<file path="config.mk">
export PLATFORM = sky130hd
export DESIGN_NAME = snake_score_ctrl
export DESIGN_NICKNAME = d
export VERILOG_FILES = /design/src/rtl/snake_score_ctrl.sv
export SDC_FILE = /design/constraint.sdc
export NUM_CORES = 1
export LEC_CHECK = 0
export ABC_AREA = 1
export CAP_MARGIN = 20
export CORE_ASPECT_RATIO = 1.75
export CORE_MARGIN = 3
export CORE_UTILIZATION = 24
export CTS_CLUSTER_SIZE = 16
export DETAILED_ROUTE_END_ITERATION = 12
export PLACE_DENSITY = 0.36
export SLEW_MARGIN = 20
export SYNTH_ARGS = -nofsm -noshare
export SYNTH_HDL_FRONTEND = slang
export SYNTH_SLANG_ARGS = --single-unit
</file>
<file path="constraint.sdc">
create_clock -name i_Clk -period 13.84 [get_ports i_Clk]
set_input_delay 2.076 -clock i_Clk [delete_from_list [all_inputs] [get_ports i_Clk]]
set_output_delay 2.076 -clock i_Clk [all_outputs]
set_load 0.05 [all_outputs]
</file>
<file path="src/rtl/snake_score_ctrl.sv">
`default_nettype none
// ============================================================================
// Module   : snake_score_ctrl
// Purpose  : Snake game score sequencer. Accumulates a 4-digit packed-BCD
//            score through a digit-serial BCD adder, keeps the session high
//            score and alternates final/high score on the scoreboard after
//            game over.
// Revision : 1.0 - initial release
// ============================================================================
module snake_score_ctrl #(
  parameter int SCORE_WIDTH = 16,
  parameter int DISP_TICKS  = 25000000,
  parameter int TIMER_WIDTH = 25
) (
  input  logic                   i_Clk,
  input  logic                   i_Rst_n,
  input  logic                   i_NewGame,
  input  logic                   i_Eat,
  input  logic [3:0]             i_Points,
  input  logic                   i_GameOver,
  output logic [SCORE_WIDTH-1:0] o_Score,
  output logic                   o_ShowHigh,
  output logic                   o_NewHigh,
  output logic                   o_Busy,
  output logic                   o_Drop
);

  typedef enum logic [1:0] {
    IDLE = 2'd0,
    PLAY = 2'd1,
    ADD  = 2'd2,
    OVER = 2'd3
  } state_t;

  localparam logic [SCORE_WIDTH-1:0] SAT_SCORE = {4{4'h9}};
  localparam logic [TIMER_WIDTH-1:0] TIMER_LAST = TIMER_WIDTH'(DISP_TICKS - 1);

  state_t                   state;
  logic [SCORE_WIDTH-1:0]   score;
  logic [SCORE_WIDTH-1:0]   high;
  logic [SCORE_WIDTH-1:0]   work;
  logic [3:0]               addend;
  logic [1:0]               idx;
  logic                     carry;
  logic                     pend_eat;
  logic [3:0]               pend_pts;
  logic                     pend_go;
  logic [TIMER_WIDTH-1:0]   timer;
  logic                     show_high;
  logic                     new_high;
  logic                     drop;

  logic [3:0]               pts_clamped;
  logic [3:0]               cur_digit;
  logic [4:0]               digit_sum;
  logic [4:0]               digit_adj;
  logic                     digit_carry;
  logic [3:0]               digit_out;
  logic [SCORE_WIDTH-1:0]   work_next;
  logic [SCORE_WIDTH-1:0]   commit_val;
  logic                     pend_eat_n;
  logic [3:0]               pend_pts_n;
  logic                     pend_go_n;
  logic                     eat_lost;

  assign pts_clamped = (i_Points > 4'd9) ? 4'd9 : i_Points;

  // One BCD digit of the working copy per cycle; addend only enters digit 0.
  assign cur_digit   = work[{idx, 2'b00} +: 4];
  assign digit_sum   = {1'b0, cur_digit} + {1'b0, (idx == 2'd0) ? addend : 4'd0} + {4'd0, carry};
  assign digit_adj   = digit_sum - 5'd10;
  assign digit_carry = (digit_sum > 5'd9);
  assign digit_out   = digit_carry ? digit_adj[3:0] : digit_sum[3:0];

  // Working copy with the current digit replaced; carry out of digit 3 saturates.
  always_comb begin
    work_next = work;
    work_next[{idx, 2'b00} +: 4] = digit_out;
    commit_val = digit_carry ? SAT_SCORE : work_next;
  end

  // Fold this cycle's events (already lost to i_NewGame if asserted) into the pending flags.
  always_comb begin
    pend_go_n  = pend_go | i_GameOver;
    pend_eat_n = pend_eat;
    pend_pts_n = pend_pts;
    eat_lost   = 1'b0;
    if (i_Eat && !i_GameOver) begin
      if (pend_eat) begin
        eat_lost = 1'b1;
      end else begin
        pend_eat_n = 1'b1;
        pend_pts_n = pts_clamped;
      end
    end
  end

  // Main sequencer: play control, serial add, commit and game-over display.
  always_ff @(posedge i_Clk or negedge i_Rst_n) begin
    if (!i_Rst_n) begin
      state     <= IDLE;
      score     <= '0;
      high      <= '0;
      work      <= '0;
      addend    <= 4'd0;
      idx       <= 2'd0;
      carry     <= 1'b0;
      pend_eat  <= 1'b0;
      pend_pts  <= 4'd0;
      pend_go   <= 1'b0;
      timer     <= '0;
      show_high <= 1'b0;
      new_high  <= 1'b0;
      drop      <= 1'b0;
    end else begin
      new_high <= 1'b0;
      drop     <= 1'b0;
      case (state)
        IDLE: begin
          if (i_NewGame) begin
            score <= '0;
            state <= PLAY;
          end
        end
        PLAY: begin
          if (i_NewGame) begin
            score <= '0;
          end else if (i_GameOver) begin
            state     <= OVER;
            timer     <= '0;
            show_high <= 1'b0;
            if (score > high) begin
              high     <= score;
              new_high <= 1'b1;
            end
          end else if (i_Eat) begin
            work   <= score;
            addend <= pts_clamped;
            idx    <= 2'd0;
            carry  <= 1'b0;
            state  <= ADD;
          end
        end
        ADD: begin
          if (i_NewGame) begin
            score    <= '0;
            pend_eat <= 1'b0;
            pend_go  <= 1'b0;
            state    <= PLAY;
          end else begin
            work  <= work_next;
            carry <= digit_carry;
            idx   <= idx + 2'd1;
            if (idx == 2'd3) begin
              score <= commit_val;
              if (pend_go_n) begin
                state     <= OVER;
                timer     <= '0;
                show_high <= 1'b0;
                drop      <= pend_eat_n;
                pend_eat  <= 1'b0;
                pend_go   <= 1'b0;
                if (commit_val > high) begin
                  high     <= commit_val;
                  new_high <= 1'b1;
                end
              end else if (pend_eat_n) begin
                work     <= commit_val;
                addend   <= pend_pts_n;
                idx      <= 2'd0;
                carry    <= 1'b0;
                pend_eat <= 1'b0;
                drop     <= eat_lost;
              end else begin
                state    <= PLAY;
                pend_eat <= 1'b0;
                pend_go  <= 1'b0;
                drop     <= eat_lost;
              end
            end else begin
              pend_eat <= pend_eat_n;
              pend_pts <= pend_pts_n;
              pend_go  <= pend_go_n;
              drop     <= eat_lost;
            end
          end
        end
        OVER: begin
          if (i_NewGame) begin
            score     <= '0;
            show_high <= 1'b0;
            timer     <= '0;
            state     <= PLAY;
          end else if (timer == TIMER_LAST) begin
            timer     <= '0;
            show_high <= ~show_high;
          end else begin
            timer <= timer + 1'b1;
          end
        end
        default: state <= IDLE;
      endcase
    end
  end

  assign o_Score    = show_high ? high : score;
  assign o_ShowHigh = show_high;
  assign o_NewHigh  = new_high;
  assign o_Busy     = (state == ADD);
  assign o_Drop     = drop;

endmodule
`default_nettype wire
</file>
==> results.md, run 1 <==
- Syn avg cell area: 7.45 µm²
- Total CTS buffers: 9
- Count of pins over their slew limit: 0
- Synth cell types: between 40 and 50
- Class of the worst hold path: register to register
- # resized after CTS: 0
- CTS Hold Buffers Added: 0
- Largest family of logic cells by synthesized area: simple AND/OR/NAND/NOR gates
- Setup Viol. Count Final: 0
- Slowest cell delay on critical path: 0.57 ns
- Post-synthesis xor/xnor area fraction: 0.00568
- DRC violations left: 0
- Die Wd: 127 µm
- First-pass GRT wire length: 33300 µm
- Total track usage: 0.159
- Drt total wl: approximately 21000 µm
- Reg2Reg Depth: 30
- Fin area: 7070 µm²
- Min cycle time layout: around 6 ns
- Area growth syn-to-layout: 14.7%
- YS warnings: 0
- Via Count: between 5000 and 6000
- Most common cell after layout, fill and taps aside: nand2_1
- Crit path DAT: 6.35 ns
- Largest net degree at the start of global routing: 50
- Rel. slew slack: 0.290
- CP Max Fanout: 17
- Initial antenna violation count: 0
- Net count after synthesis: a little under 900
- Tcrit/Tclk final: 0.436
- Clk Latency, worst-skew pair: 0.37 ns
- Final hold violation count: 0
- Simple-gate share of the synthesized area: 0.258
- Die area: 27700 µm²
- Fmax: 166 MHz
- EDFF count, synth: 0
- Mean routed wirelength per cell: 18.0 µm
- Port Buffers: 28
- Vias/cell: around 4.8
- HPWL Detailed: 16400 µm
- Final WS setup: 7.80 ns
- Dpl cell area: 6770 µm²
- Worst clock skew: 0.0102 ns
- Post-CTS setup buffers: 0
- ANT nets after route: 0
- Initial DRT Pass Iterations: 4
- # IOs: 29
- Synth Flop Type: dfrtp_1
- Worst slew pin tran: 1.05 ns
- Worst Hold End: pend_pts[0]$_DFFE_PN0P_
- GRT overflow: 0
- Slowest cell on the critical path: dfrtp_1
- Reg-to-reg startpoint: idx[0]$_DFFE_PN0P_
- Min-delay src: pend_pts[0]$_DFFE_PN0P_
- GPL Wtd Cong: 0.799
- Post-synthesis sequential area ratio: 0.369
- Most frequent CP cell: nand2_1
- Required time of the worst setup path: 14.15 ns
- Antenna diodes: 0
- Async SR Flop Fraction: 1.00
- Reg2reg setup slack: between 7 and 8 ns
- Initial core utilization: 0.244
- Post-place setup slack: 7.81 ns
- Syn Inst Count: between 800 and 900
- Status: finished clean
- RSZ-0062 raised after global routing: no
- Final TNS setup: 0 ns
- Compound-Gate Fraction of Synth Area: 0.171
- Maxcap violations: 0
- Reg2Reg Capture Point: high[4]$_DFFE_PN0P_
- Adder-Cell Fraction of Synth Area: 0.0958
- DRT iter0 DRCs: 291
- CORE AREA: 25200 µm²
- Yosys reg bits: 91
- Post-synthesis mux area share: 0.00162
- Clock Root Buffer: clkbuf_16
- Die height: 218 µm
- CTS sink count: 91
- CTS tree: done
- CP endpoint kind: register
- Vias in the first global route: 5985
- Clock tree buffer depth: 2
- Commonest non-fill, non-tap cells in the layout: 144 x nand2_1, 120 x inv_1, 91 x dfrtp_1, 75 x nor2_1, 64 x o21ai_0
- Synthesized area: 6170 µm²
- Hold path cells: 2
- CTS clk-pin slew, worst paths: about 0.07 ns
- Layout cells sized above 1: 0.0925
- Startpoint Class: register
- H-tree level count: 3
- Min Hold Slack: approximately 0.5 ns
- Kind of critical path: register to register
- Num rows: 77
- Fin nets: 904
==> worst max-delay path by stage <==
stage                                   from                   end  slack, ns
after global routing      idx[0]$_DFFE_PN0P_   high[3]$_DFFE_PN0P_       6.99
after CTS                 idx[0]$_DFFE_PN0P_   high[4]$_DFFE_PN0P_       7.79
after floorplan           idx[0]$_DFFE_PN0P_  high[10]$_DFFE_PN0P_       8.81
after global placement    idx[0]$_DFFE_PN0P_   high[4]$_DFFE_PN0P_       7.84
final                     idx[0]$_DFFE_PN0P_   high[4]$_DFFE_PN0P_       7.80
after detailed placement  idx[0]$_DFFE_PN0P_   high[4]$_DFFE_PN0P_       7.81
==> cell families after synthesis <==
logic type | after synthesis
and+or+nand+nor | 345
AOI/OAI and AO/OA | 187
xor gates and xnor gates | 4
buffers and inverters | 154
adders and majority gates | 46
muxes | 1
DFF | 91
==> cell type report <==
| type | count | area, µm² |
|---|---|---|
| Clock buffer | 10 | 239 |
| Tap cell | 316 | 395 |
| Timing Repair Buffer | 33 | 315 |
| Inverter | 131 | 492 |
| Clock inverter | 6 | 63.8 |
| Multi-Input combinational cell | 583 | 3290 |
| Fill cell | 2819 | 18200 |
| Sequential cell | 91 | 2280 |
==> flip-flops by register name, summed over array words and instances, names as in the netlist <==
signal and count:
pend_eat 1, o_ShowHigh 1, state 2, carry 1
o_NewHigh 1, idx 2, high 16, pend_go 1
addend 4, o_Drop 1, score 16, pend_pts 4
work 16, timer 25
==> metal layers <==
metal,track usage,vias to the layer above,share of wire
met1,0.165,2664,0.38
met4,0.0680,0,0.033
met2,0.305,61,0.57
met3,0.0279,35,0.020
met5,0,-,0
li1,-,2816,-
==> synthesized netlist by cell type, types with 2 or more instances <==
cell	instances	area (µm²)
nand2_1	144	541
inv_1	120	450
dfrtp_1	91	2280
nor2_1	76	285
o21ai_0	64	320
a21oi_1	53	265
nand3_1	46	230
ha_1	44	551
o22ai_1	33	206
nand2_2	27	169
clkbuf_1	17	63.8
a31oi_1	15	93.8
nand4_1	15	93.8
nor3_1	13	65.1
inv_2	8	30.0
nor2_2	6	37.5
o21ai_1	5	25.0
nor4_1	4	25.0
a211oi_1	3	22.5
buf_6	3	33.8
clkinv_1	3	11.3
o211ai_1	3	22.5
buf_2	2	10.0
fa_1	2	40.0
nand2_4	2	22.5
nand3_2	2	20.0
nor3_2	2	20.0
nor3_4	2	32.5
o21a_1	2	15.0
xnor2_1	2	17.5
xor2_1	2	17.5
==> per-stage QoR <==
| step | util | cells |
|---|---|---|
| after floorplan | - | 828 |
| after global placement | 0.268 | 1154 |
| after detailed placement | 0.268 | 1154 |
| after CTS | 0.280 | 1170 |
| after global routing | 0.280 | 1170 |
| final | 0.280 | 1170 |
==> worst max-delay path: cells and delay by family (launching register included) <==
family                   cells  cell delay, ns
buffers and inverters        5            0.93
XOR/XNOR                     1            0.16
adder cells (fa/ha/maj)      5            1.74
flip-flops                   1            0.57
AO/OA/AOI/OAI                3            0.70
AND/OR/NAND/NOR             16            1.81
Power of run 1 is not shown: default switching activity piles up to over one toggle a cycle in this logic, so the estimate is an artifact.
==> inputs of run 2 (changes only) <==
==> constraint.sdc (replaced) <==
create_clock -name i_Clk -period 5.6 [get_ports i_Clk]
set_input_delay 0.84 -clock i_Clk [delete_from_list [all_inputs] [get_ports i_Clk]]
set_output_delay 0.84 -clock i_Clk [all_outputs]
set_load 0.05 [all_outputs]
==> run 2 against run 1 <==
Against the previous run: cell count rose by 0.77%; non-clock buffer count is 9 higher; critical path depth stayed put; global-route usage down 0.090 points; sequential cell count unchanged; utilization is 0.36 points higher; die area unchanged; critical endpoint unchanged; largest cell class unchanged.
==> results.md, run 2 (synthesis gave the netlist of run 1 again) <==
- Initial DRT Pass Iterations: 7
- Die area: roughly 28000 µm²
- Met2 Wirelength: 12100 µm
- Max reg flops: 25
- # IOs: 29
- Max Used Layer: met4
- Count of pins over their slew limit: 0
- Final TNS setup: 0 ns
- GPL Wtd Cong: 0.785
- Status: finished clean
- Non-filler instance count after layout: 1179
- Vias/cell: 4.66
- First-pass GRT wire length: between 30000 and 40000 µm
- Clock tree buffer depth: 2
- Drt total wl: roughly 21000 µm
- Worst clock skew: 0.0108 ns
- Die height: approximately 220 µm
- Startpoint Class: register
- Final hold violation count: 0
- DRC violations left: 0
- Num rows: 77
- Die Wd: 127 µm
- Antenna diodes: 0
- Port Buffers: 28
- Placed cell count: 1162
- Mean routed wirelength per cell: between 15 and 20 µm
- CTS clk-pin slew, worst paths: 0.07 ns
- Initial antenna violation count: 0
- Clk Latency, worst-skew pair: 0.36 ns
- Initial core utilization: 0.244
- Largest net degree at the start of global routing: 52
- Tcrit/Tclk final: 0.916
- Total CTS buffers: 9
- Rel. slew slack: 0.433
- Fmax: roughly 200 MHz
- Slowest cell delay on critical path: 0.46 ns
- Crit path DAT: 5.43 ns
- CP Max Fanout: 17
- Commonest non-fill, non-tap cells in the layout: 144 x nand2_1, 120 x inv_1, 91 x dfrtp_1, 74 x nor2_1, 64 x o21ai_0
- Setup Viol. Count Final: 0
- Fin nets: between 900 and 1000
- Dpl cell area: 6830 µm²
- Most flop-heavy register: timer
- Maxcap violations: 0
- Class of the worst hold path: register to register
- Area growth syn-to-layout: 16.1%
- Required time of the worst setup path: 5.90 ns
- Total track usage: 0.158
- Layout cells sized above 1: 0.103
- HPWL Detailed: 16700 µm
- CTS sink count: between 90 and 100
- GRT overflow: 0
- RSZ-0062 raised after global routing: no
- Met1 wire length: 8000 µm
- CTS tree: done
- ANT nets after route: 0
- CTS Hold Buffers Added: 0
- CP endpoint kind: register
- Slowest cell on the critical path: fa_1
- Clock Root Buffer: clkbuf_16
- Min cycle time layout: between 5 and 6 ns
- CORE AREA: 25200 µm²
- Via Count: 5496
- Vias in the first global route: 5903
- Most common cell after layout, fill and taps aside: nand2_1
- DRT iter0 DRCs: 243
- Wire length on met3: 291 µm
- Worst slew pin tran: 0.851 ns
- H-tree level count: 3
- Fin area: around 7000 µm²
- Kind of critical path: register to register
## run 2: metal layers
metal,track usage,vias to the layer above
li1,-,2827
met1,0.166,2599
met2,0.312,45
met3,0.0191,25
met4,0.0583,0
met5,0,-
## run 2: critical path: cells and delay by family, from the launching register on
kind	cells	cell delay, ns
AOI/OAI and AO/OA	5	0.92
xor gates and xnor gates	1	0.16
adders and majority gates	5	1.57
buffers and inverters	6	0.60
DFF	1	0.45
and+or+nand+nor	13	1.35
## run 2: stage by stage
step	hold slack [ns]	setup WS [ns]	utilization
2_1_floorplan	0.442	0.567	-
6_report	0.481	0.472	0.284
4_1_cts	0.484	0.192	0.282
5_1_grt	0.518	0.0180	0.284
3_5_place_dp	0.465	0.223	0.270
3_3_place_gp	0.470	0.280	0.270
## run 2: area by class of cell
cell class | count | area [µm²]
clock buffers | 11 | 243
clock inverters | 5 | 60.1
fillers | 2792 | 18100
inverters | 131 | 495
multi-input cells | 583 | 3310
flip-flops and latches | 91 | 2280
well taps | 316 | 395
repair buffers | 42 | 383
## run 2: worst paths after layout
path                       slack (ns)  depth (start not counted)               startpoint                       to
setup reg to reg                 0.47                         30       idx[1]$_DFFE_PN0P_      high[4]$_DFFE_PN0P_
max in group asynchronous        4.00                          2                  i_Rst_n     score[9]$_DFFE_PN0P_
setup / recovery                 0.47                         30       idx[1]$_DFFE_PN0P_      high[4]$_DFFE_PN0P_
min in group asynchronous        0.54                          1                  i_Rst_n    addend[0]$_DFFE_PN0P_
hold reg to reg                  0.48                          2  pend_pts[0]$_DFFE_PN0P_  pend_pts[0]$_DFFE_PN0P_
hold / removal                   0.48                          2  pend_pts[0]$_DFFE_PN0P_  pend_pts[0]$_DFFE_PN0P_
## run 2: repair_timing
action / in CTS / in global routing
endpoints found under the setup margin: 0 / 17
buffers inserted: 0 / 1
gates resized for setup: 0 / 6
endpoints found under the hold margin: 0 / 0
Power of run 2 is left out for the same reason.
==> inputs of run 3 (changes only) <==
--- a/config.mk
+++ b/config.mk
@@ -12,7 +12,7 @@
 export CORE_UTILIZATION = 24
 export CTS_CLUSTER_SIZE = 16
 export DETAILED_ROUTE_END_ITERATION = 12
-export PLACE_DENSITY = 0.36
+export GPL_TIMING_DRIVEN = 0
 export SLEW_MARGIN = 20
 export SYNTH_ARGS = -nofsm -noshare
 export SYNTH_HDL_FRONTEND = slang
==> run 3 against run 2 <==
Against the previous run: sequential share of layout area is 1.2 points lower; sequential cell count unchanged; via count increased by 5.6%; die area is the same; fmax shrank 4.8%; wire length down 7.5%; count of clock-buffer cells in the layout unchanged; clock skew fell by 0.0020 ns.
==> results.md, run 3 (synthesis gave the netlist of run 1 again) <==
- Maxcap violations: 0
- Count of pins over their slew limit: 0
- Status: finished clean
- CTS tree: done
- Vias in the first global route: 6010
- Total track usage: 0.142
- Placed cell count: 1173
- Die area: 27700 µm²
- Tcrit/Tclk final: 0.962
- Total CTS buffers: 9
- First-pass GRT wire length: 30300 µm
- Required time of the worst setup path: a little under 6 ns
- ANT nets after route: 0
- Num rows: between 70 and 80
- Drt total wl: 19400 µm
- Min cycle time layout: 5.38 ns
- Worst clock skew: 0.00879 ns
- Vias/cell: 4.82
- Layout cells sized above 1: 0.134
- CTS Hold Buffers Added: 0
- Non-filler instance count after layout: ~1200
- Largest net degree at the start of global routing: 70
- Crit path DAT: about 5.6 ns
- Die Wd: between 100 and 150 µm
- Final WS setup: 0.216 ns
- Critical path's top delay family: simple AND/OR/NAND/NOR gates
- Kind of critical path: register to register
- Initial DRT Pass Iterations: 6
- HPWL Detailed: around 15000 µm
- GRT overflow: 0
- Rel. slew slack: 0.327
- CORE AREA: 25200 µm²
- Post-place setup slack: -0.809 ns
- CP Max Fanout: 10
- Via Count: slightly below 6000
- Reg2Reg Depth: 33
- Mean routed wirelength per cell: 16.1 µm
- Clk Latency, worst-skew pair: 0.37 ns
- Die height: roughly 220 µm
- Slowest cell on the critical path: dfrtp_1
- Startpoint Class: register
- Final TNS setup: 0 ns
- CTS clk-pin slew, worst paths: 0.07 ns
- Port Buffers: 28
- Class of the worst hold path: input port to async pin
- Initial core utilization: 0.244
- Most common cell after layout, fill and taps aside: nand2_1
- Final hold violation count: 0
- Reg2reg setup slack: 0.22 ns
- Max reg flops: 25
- CTS sink count: approximately 90
- Fin nets: between 900 and 1000
- Worst path bufs/invs: 8
- Worst slew pin tran: 0.999 ns
- Clock Root Buffer: clkbuf_16
- Slowest cell delay on critical path: between 0.4 and 0.5 ns
- H-tree level count: 3
- Clock tree buffer depth: 2
- Antenna diodes: 0
- Most flop-heavy register: timer
- GPL Wtd Cong: 0.947
- Reg2Reg Capture Point: high[8]$_DFFE_PN0P_
- DRC violations left: 0
- # IOs: 29
- Filler cells: 2759
- Reg-to-reg startpoint: idx[1]$_DFFE_PN0P_
- Area growth syn-to-layout: 20.9%
- DRT iter0 DRCs: 324
- Fmax: 186 MHz
- Initial antenna violation count: 0
- CP endpoint kind: register
- Commonest non-fill, non-tap cells in the layout: 143 x nand2_1, 117 x inv_1, 90 x dfrtp_1, 71 x nor2_1, 64 x o21ai_0
- Setup Viol. Count Final: 0
## run 3: cell types whose count changed in the layout (fill, tap and decap cells not counted), sizes merged
| cell | delta |
|---|---|
| bufinv | -1 |
| clkinv | +1 |
| clkinvlp | -1 |
| buf | +9 |
| inv | +1 |
| clkbuf | +15 |
## run 3: metal layers
layer,track usage,vias up,wire [µm]
met5,0,-,0
met4,0.117,0,1630
li1,-,2870,-
met1,0.128,2704,6710
met2,0.269,134,10500
met3,0.0216,96,480
## run 3: through the flow
stage | util | area [µm²] | hold slack [ns]
4_1_cts | 0.290 | 7320 | 0.321
2_1_floorplan | - | 6170 | 0.442
3_5_place_dp | 0.272 | 6870 | 0.463
3_3_place_gp | 0.271 | 6840 | 0.455
6_report | 0.295 | 7460 | 0.328
5_1_grt | 0.295 | 7460 | 0.334
## run 3: area by class of cell
type                    instances  area, µm²  area share
repair buffers                 43        434      0.0582
plain buffers                  23        149      0.0200
inverters                     131        498      0.0668
multi-input cells             583       3400       0.456
clock buffers                  11        253      0.0339
well taps                     316        395      0.0530
flip-flops and latches         91       2280       0.306
clock inverters                 5       45.0     0.00604
## run 3: worst max-delay path by stage
| stage | start | to | slack [ns] | cells after the start |
|---|---|---|---|---|
| 3_3_place_gp | idx[0]$_DFFE_PN0P_ | high[8]$_DFFE_PN0P_ | -0.78 | 34 |
| 4_1_cts | idx[0]$_DFFE_PN0P_ | high[11]$_DFFE_PN0P_ | 0.01 | 34 |
| 6_report | idx[1]$_DFFE_PN0P_ | high[8]$_DFFE_PN0P_ | 0.22 | 33 |
| 5_1_grt | idx[1]$_DFFE_PN0P_ | high[8]$_DFFE_PN0P_ | -0.03 | 33 |
| 2_1_floorplan | idx[0]$_DFFE_PN0P_ | high[10]$_DFFE_PN0P_ | 0.57 | 40 |
| 3_5_place_dp | idx[0]$_DFFE_PN0P_ | high[8]$_DFFE_PN0P_ | -0.81 | 34 |
## run 3: repair_timing
item,in CTS,in global routing
gates resized for setup,22,22
setup buffers,5,8
pin swaps,3,11
gates cloned,1,0
setup endpoints to repair,17,17
## run 3: worst register-to-register path: cells and delay by family (launching register included)
kind	cells	cell delay, ns
AO/OA/AOI/OAI	5	1.02
XOR/XNOR	1	0.11
adder cells (fa/ha/maj)	5	1.22
buffers and inverters	8	0.92
flip-flops	1	0.49
AND/OR/NAND/NOR	14	1.49
Power of run 3 is left out for the same reason.
